<file path="src/rtl/fib_pkg.sv">
// Shared types and defaults for the Fibonacci sequencer (FSM states, base value, widths).
// Optional saturating arithmetic is selected elsewhere with the FIB_SAT_EN macro.
package fib_pkg;

    localparam int unsigned DATA_W_DEF = 16;
    localparam int unsigned ADDR_W_DEF = 12;
    localparam int unsigned DEPTH_DEF  = 256;

    // fib(0) = fib(1) = FIB_BASE
    localparam int unsigned FIB_BASE = 1;

    typedef enum logic [2:0] {
        IDLE,
        INIT0,
        INIT1,
        CALC,
        LOOKUP,
        RDWAIT,
        DONE
    } fib_state_e;

endpackage

</file>
<file path="src/rtl/fib_add.sv">
// DATA_W adder for the CALC step. With FIB_SAT_EN defined it clamps at all-ones
// and reports the saturating add on sat; otherwise it wraps modulo 2^DATA_W.
module fib_add
    import fib_pkg::*;
#(
    parameter int unsigned DATA_W = DATA_W_DEF
) (
    input  logic [DATA_W-1:0] a,
    input  logic [DATA_W-1:0] b,
`ifdef FIB_SAT_EN
    output logic              sat,
`endif
    output logic [DATA_W-1:0] sum
);

`ifdef FIB_SAT_EN
    logic [DATA_W:0] raw;

    assign raw = {1'b0, a} + {1'b0, b};
    assign sat = raw[DATA_W];
    assign sum = raw[DATA_W] ? {DATA_W{1'b1}} : raw[DATA_W-1:0];
`else
    assign sum = a + b;
`endif

endmodule

</file>
<file path="src/rtl/fib_sequencer.sv">
// Fibonacci sequencer: drives the dual-port scratch RAM as a memo table and computes fib(N).
// Macro FIB_SAT_EN enables the saturating adder and the sticky ovf output.
//
// Handshake: start/n_in are sampled only while busy=0; done is a one-cycle pulse
// during which result/err are already valid, and they hold until the next done.
module fib_sequencer
    import fib_pkg::*;
#(
    parameter int unsigned DATA_W = DATA_W_DEF,
    parameter int unsigned ADDR_W = ADDR_W_DEF,
    parameter int unsigned DEPTH  = DEPTH_DEF
) (
    input  logic              clk,
    input  logic              rst_n,
    input  logic              start,
    input  logic [ADDR_W-1:0] n_in,
    input  logic              flush,
    output logic              busy,
    output logic              done,
    output logic [DATA_W-1:0] result,
    output logic              err,
    output logic              ram_wren,
    output logic [ADDR_W-1:0] ram_addr_a,
    output logic [DATA_W-1:0] ram_data_a,
    output logic [ADDR_W-1:0] ram_addr_b,
    input  logic [DATA_W-1:0] ram_q_b,
`ifdef FIB_SAT_EN
    output logic              ovf,
`endif
    output fib_state_e        dbg_state
);

    fib_state_e        state;
    fib_state_e        state_nx;

    logic [ADDR_W-1:0] n_reg;
    logic [ADDR_W-1:0] i_reg;
    logic [ADDR_W-1:0] i_nx;
    logic [ADDR_W-1:0] hi_idx;
    logic [DATA_W-1:0] prev;
    logic [DATA_W-1:0] cur;
    logic [DATA_W-1:0] sum;
    logic [DATA_W-1:0] result_r;
    logic              err_r;
    logic              memo_valid;
    logic              flush_pend;

    logic              n_big;
    logic              n_small;
    logic              memo_live;
    logic              n_hit;

`ifdef FIB_SAT_EN
    logic              sat;
    logic              ovf_r;
`endif

    fib_add #(
        .DATA_W (DATA_W)
    ) u_add (
        .a   (prev),
        .b   (cur),
`ifdef FIB_SAT_EN
        .sat (sat),
`endif
        .sum (sum)
    );

    assign i_nx      = i_reg + ADDR_W'(1);
    assign n_big     = 32'(n_in) >= DEPTH;
    assign n_small   = n_in <= ADDR_W'(1);
    // A flush arriving with start wins, so the start sees an empty memo.
    assign memo_live = memo_valid && !flush;
    assign n_hit     = n_in <= hi_idx;

    always_ff @(posedge clk or negedge rst_n) begin
        if (!rst_n) begin
            state <= IDLE;
        end else begin
            state <= state_nx;
        end
    end

    always_comb begin
        state_nx = state;
        case (state)
            IDLE: begin
                if (start) begin
                    if (n_big || n_small) begin
                        state_nx = DONE;
                    end else if (memo_live && n_hit) begin
                        state_nx = LOOKUP;
                    end else if (memo_live) begin
                        state_nx = CALC;
                    end else begin
                        state_nx = INIT0;
                    end
                end
            end
            INIT0:   state_nx = INIT1;
            INIT1:   state_nx = CALC;
            CALC:    if (i_nx == n_reg) state_nx = DONE;
            LOOKUP:  state_nx = RDWAIT;
            RDWAIT:  state_nx = DONE;
            DONE:    state_nx = IDLE;
            default: state_nx = IDLE;
        endcase
    end

    always_comb begin
        ram_wren   = 1'b0;
        ram_addr_a = '0;
        ram_data_a = '0;
        ram_addr_b = '0;
        case (state)
            INIT0: begin
                ram_wren   = 1'b1;
                ram_data_a = DATA_W'(FIB_BASE);
            end
            INIT1: begin
                ram_wren   = 1'b1;
                ram_addr_a = ADDR_W'(1);
                ram_data_a = DATA_W'(FIB_BASE);
            end
            CALC: begin
                ram_wren   = 1'b1;
                ram_addr_a = i_nx;
                ram_data_a = sum;
            end
            LOOKUP: begin
                ram_addr_b = n_reg;
            end
            default: begin
            end
        endcase
    end

    always_ff @(posedge clk or negedge rst_n) begin
        if (!rst_n) begin
            n_reg      <= '0;
            i_reg      <= '0;
            hi_idx     <= '0;
            prev       <= '0;
            cur        <= '0;
            result_r   <= '0;
            err_r      <= 1'b0;
            memo_valid <= 1'b0;
            flush_pend <= 1'b0;
`ifdef FIB_SAT_EN
            ovf_r      <= 1'b0;
`endif
        end else begin
            case (state)
                IDLE: begin
                    if (flush) begin
                        memo_valid <= 1'b0;
`ifdef FIB_SAT_EN
                        ovf_r      <= 1'b0;
`endif
                    end
                    if (start) begin
                        n_reg <= n_in;
                        if (n_big) begin
                            result_r <= '0;
                            err_r    <= 1'b1;
                        end else if (n_small) begin
                            result_r <= DATA_W'(FIB_BASE);
                            err_r    <= 1'b0;
                        end else if (memo_live && !n_hit) begin
                            // Warm resume: prev/cur still hold fib(hi_idx-1), fib(hi_idx).
                            i_reg <= hi_idx;
                        end
                    end
                end
                INIT0: begin
                    if (flush) flush_pend <= 1'b1;
                end
                INIT1: begin
                    prev       <= DATA_W'(FIB_BASE);
                    cur        <= DATA_W'(FIB_BASE);
                    i_reg      <= ADDR_W'(1);
                    hi_idx     <= ADDR_W'(1);
                    memo_valid <= 1'b1;
                    if (flush) flush_pend <= 1'b1;
                end
                CALC: begin
                    prev   <= cur;
                    cur    <= sum;
                    i_reg  <= i_nx;
                    hi_idx <= i_nx;
                    if (i_nx == n_reg) begin
                        result_r <= sum;
                        err_r    <= 1'b0;
                    end
`ifdef FIB_SAT_EN
                    if (sat) ovf_r <= 1'b1;
`endif
                    if (flush) flush_pend <= 1'b1;
                end
                LOOKUP: begin
                    if (flush) flush_pend <= 1'b1;
                end
                RDWAIT: begin
                    result_r <= ram_q_b;
                    err_r    <= 1'b0;
                    if (flush) flush_pend <= 1'b1;
                end
                DONE: begin
                    // Deferred flush lands as we return to IDLE.
                    if (flush || flush_pend) begin
                        memo_valid <= 1'b0;
                        flush_pend <= 1'b0;
`ifdef FIB_SAT_EN
                        ovf_r      <= 1'b0;
`endif
                    end
                end
                default: begin
                end
            endcase
        end
    end

    assign busy      = state != IDLE;
    assign done      = state == DONE;
    assign result    = result_r;
    assign err       = err_r;
    assign dbg_state = state;
`ifdef FIB_SAT_EN
    assign ovf       = ovf_r;
`endif

endmodule

</file>
<file path="config.mk">
export PLATFORM = sky130hd
export DESIGN_NAME = fib_sequencer
export DESIGN_NICKNAME = d
export VERILOG_FILES = /design/src/rtl/fib_pkg.sv /design/src/rtl/fib_add.sv /design/src/rtl/fib_sequencer.sv
export SDC_FILE = /design/constraint.sdc
export NUM_CORES = 1
export LEC_CHECK = 0
export BUFFER_PORTS_ARGS = -buffer_cell sky130_fd_sc_hd__buf_4
export CORE_ASPECT_RATIO = 0.5
export CORE_MARGIN = 10
export CORE_UTILIZATION = 46
export CTS_CLUSTER_SIZE = 20
export DETAILED_ROUTE_END_ITERATION = 7
export HOLD_SLACK_MARGIN = 0.12
export PLACE_DENSITY_LB_ADDON = 0.05
export SETUP_SLACK_MARGIN = 0.02
export SKIP_LAST_GASP = 1
export SYNTH_ARGS = -nofsm -noshare
export SYNTH_HDL_FRONTEND = slang
export SYNTH_SLANG_ARGS = --single-unit
</file>
<file path="constraint.sdc">
create_clock -name clk -period 8.38 [get_ports clk]
set_input_delay 0 -clock clk [delete_from_list [all_inputs] [get_ports clk]]
set_output_delay 0 -clock clk [all_outputs]
set_load 0.02 [all_outputs]
</file>
==> insert_results.sql <==
INSERT INTO impl_metrics (metric_group, metric, value, unit) VALUES
('hold_path', 'hold_path_class', 'input port to async pin', ''),
('pwr', 'comb_power_share', '62.6', '%'),
('placement', 'dp_hpwl', '10700', 'um'),
('timing', 'hold_viol_final', '0', ''),
('global_routing', 'grt_overflow', '0', ''),
('placement', 'placed_cell_count', '805', ''),
('logic_synthesis', 'synth_commonest_cells', '90 x dfrtp_1, 74 x nand2_1, 35 x nor2_1', ''),
('clock_tree', 'cts_tree', 'done', ''),
('floorplan', 'start_util', '48.0', '%'),
('setup_path', 'critPathCaptureType', 'primary output', ''),
('timing', 'timing.final.crit_period', '3.22', 'ns'),
('timing', 'final.period_utilization', '38.4', '%'),
('logic_synthesis', 'syn-cell-area', '5380', 'sq um'),
('final_layout', 'fin_util', '60.6', '%'),
('setup_path', 'worst_setup_path_endpoint', 'ram_data_a[14]', ''),
('global_routing', 'vias_in_the_first_global_route', '4716', ''),
('logic_synthesis', 'synth-edff-count', '0', ''),
('clock_tree', 'cts-htree-levels', '3', ''),
('global_routing', 'pin_count_of_the_biggest_net_entering_global_routing', '50', ''),
('floorplan', 'die_height', '96.5', 'um'),
('timing', 'fin_ws', '5.16', 'ns'),
('logic_synthesis', 'syn_avg_cell_area', '9.36', 'sq um'),
('placement', 'gp_congestion', '0.864', ''),
('pwr', 'leakage', '3.31', 'nW'),
('clock_tree', 'clkLatencyLatePin', '0.35', 'ns'),
('setup_path', 'r2r_end', 'result[15]', ''),
('floorplan', 'die_outline_area', '16700', 'sq um'),
('setup_path', 'reg2reg_from', 'i_reg[0]', ''),
('clock_tree', 'root_buffer', 'clkbuf_16', ''),
('floorplan', 'placement_rows', '27', ''),
('timing', 'setup_repair_after_global_routing_missed_its_margin', 'no', ''),
('timing', 'setup_viol', '0', ''),
('final_layout', 'area.growth.synth_to_final', '26.3', '%'),
('clock_tree', 'cts.reportedPaths.clkPinSlew', '0.07', 'ns'),
('outcome', 'status', 'complete, no violations', ''),
('timing', 'slew-limit-headroom', '28.9', '%'),
('timing', 'achievable-frequency', '311', 'MHz'),
('timing', 'timing_worst_slew_pin_value', '1.06', 'ns'),
('logic_synthesis', 'ys_types', '61', ''),
('timing', 'hold_slack', '0.175', 'ns'),
('pwr', 'pwr_density', '448', 'nW/um^2'),
('pwr', 'share_seq_of_total_power', '25.0', '%'),
('detailed_routing', 'drcViolationCount', '0', ''),
('global_routing', 'grt_antenna_before_repair', '0', ''),
('timing', 'skew', '0.00932', 'ns'),
('logic_synthesis', 'yosysSeqAreaShare', '41.9', '%'),
('detailed_routing', 'routed_antenna_nets', '0', ''),
('final_layout', 'number_of_antenna_repair_diodes', '0', ''),
('detailed_routing', 'first_iter_violations', '326', ''),
('pwr', 'sw_frac_of_total', '46.2', '%'),
('detailed_routing', 'dr.pass1.iters', '5', ''),
('setup_path', 'setup.worst_path.start', 'prev[7]', ''),
('floorplan', 'dieWidth', '173', 'um'),
('global_routing', 'global_route_wire_length_before_repair', '24300', 'um'),
('timing', 'slew_viol_final', '0', ''),
('detailed_routing', 'drt-vias-per-instance', '5.49', ''),
('logic_synthesis', 'netlist_top_cells_area', 'dfrtp_1 42%, ha_1 6.5%, nand2_1 5.2%, mux2_2 5.0%, a21o_1 3.9%', ''),
('detailed_routing', 'wirelength_per_cell', '17.5', 'um'),
('clock_tree', 'cts-resized-gates', '0', ''),
('detailed_routing', 'vias', '4675', ''),
('logic_synthesis', 'yosys_most_used_dff', 'dfrtp_1', ''),
('clock_tree', 'clock_sink_count', '90', ''),
('placement', 'buffers_added_on_ports', '94', ''),
('logic_synthesis', 'most_frequent_cell_after_synthesis', 'dfrtp_1', ''),
('logic_synthesis', 'yosys_warnings', '0', ''),
('detailed_routing', 'wirelength', '14900', 'um'),
('logic_synthesis', 'yosys_register_bits', '90', ''),
('logic_synthesis', 'synth_top_cell_by_area', 'dfrtp_1', ''),
('timing', 'setup_tns', '0', 'ns'),
('pwr', 'vdd_ir_drop_max', '0.195', 'mV'),
('global_routing', 'global_route.usage.total', '17.8', '%');
per-layer routing:
| metal | up-vias | track usage (%) | wire length [um] |
|---|---|---|---|
| li1 | 2284 | - | - |
| met5 | - | 0 | 0 |
| met4 | 0 | 3.49 | 102 |
| met2 | 139 | 30.9 | 7330 |
| met1 | 2241 | 22.6 | 6670 |
| met3 | 11 | 4.30 | 832 |
worst max-delay path, stage by stage, from the launching register on:
cell	delay, ns
dfrtp_1	0.40
ha_1	0.37
a21o_1	0.19
or3_1	0.30
o21ai_0	0.41
o21ai_0	0.21
a221oi_1	0.46
mux2i_1	0.33
buf_4	0.20
cell usage in the layout, fill, tap and decap left out, types with 24 or more instances in the layout:
cell type | Yosys | layout
inv_1 | 27 | 27
nand3_1 | 26 | 26
a21o_1 | 28 | 28
buf_4 | 1 | 101
dfrtp_1 | 90 | 90
a21oi_1 | 32 | 32
nand2_1 | 74 | 74
dlygate4sd3_1 | 0 | 31
o21ai_0 | 29 | 29
mux2_2 | 24 | 24
nor2_1 | 35 | 34
ha_1 | 28 | 28
metrics by stage:
| stage | power, mW | area [sq um] |
|---|---|---|
| 2_1_floorplan | 2.01 | 5380 |
| 3_3_place_gp | 2.64 | 6210 |
| 3_5_place_dp | 2.66 | 6210 |
| 4_1_cts | 3.06 | 6800 |
| 5_1_grt | 3.29 | 6800 |
| 6_report | 3.04 | 6800 |
timing repair:
action / 4_1_cts / 5_1_grt
hold buffers: 31 / 0
buffers inserted: 0 / 0
endpoints found under the hold margin: 74 / 0
power by group through the flow:
stage	clock network (mW)	logic [mW]	registers, mW
floorplan	0	1.24	0.763
global placement	0	1.88	0.763
detailed placement	0	1.89	0.765
CTS	0.386	1.91	0.760
global route	0.402	2.10	0.784
finish	0.378	1.90	0.761
worst min-delay path by stage:
stage	startpoint	slack [ns]	endpoint
after CTS	rst_n	0.21	prev[6]
after floorplan	rst_n	-0.30	cur[0]
after global placement	rst_n	0.02	prev[6]
final	rst_n	0.18	prev[7]
after global routing	rst_n	0.25	prev[7]
after detailed placement	rst_n	0.02	prev[7]
cell type report:
class	instances	area, sq um
Timing Repair Buffer	132	1070
Multi-Input combinational cell	428	2900
Clock buffer	9	225
Clock inverter	7	46.3
Tap cell	159	199
Sequential cell	90	2250
Inverter	27	101
Fill cell	1035	4420
cells by family after synthesis:
| group | share of synthesized area, % |
|---|---|
| xor gates and xnor gates | 5.09 |
| AOI/OAI and AO/OA | 18.6 |
| buffers and inverters | 4.58 |
| muxes | 5.67 |
| adders and majority gates | 6.88 |
| DFF | 41.9 |
| and+or+nand+nor | 17.3 |
(Power assumes the default switching activity.)
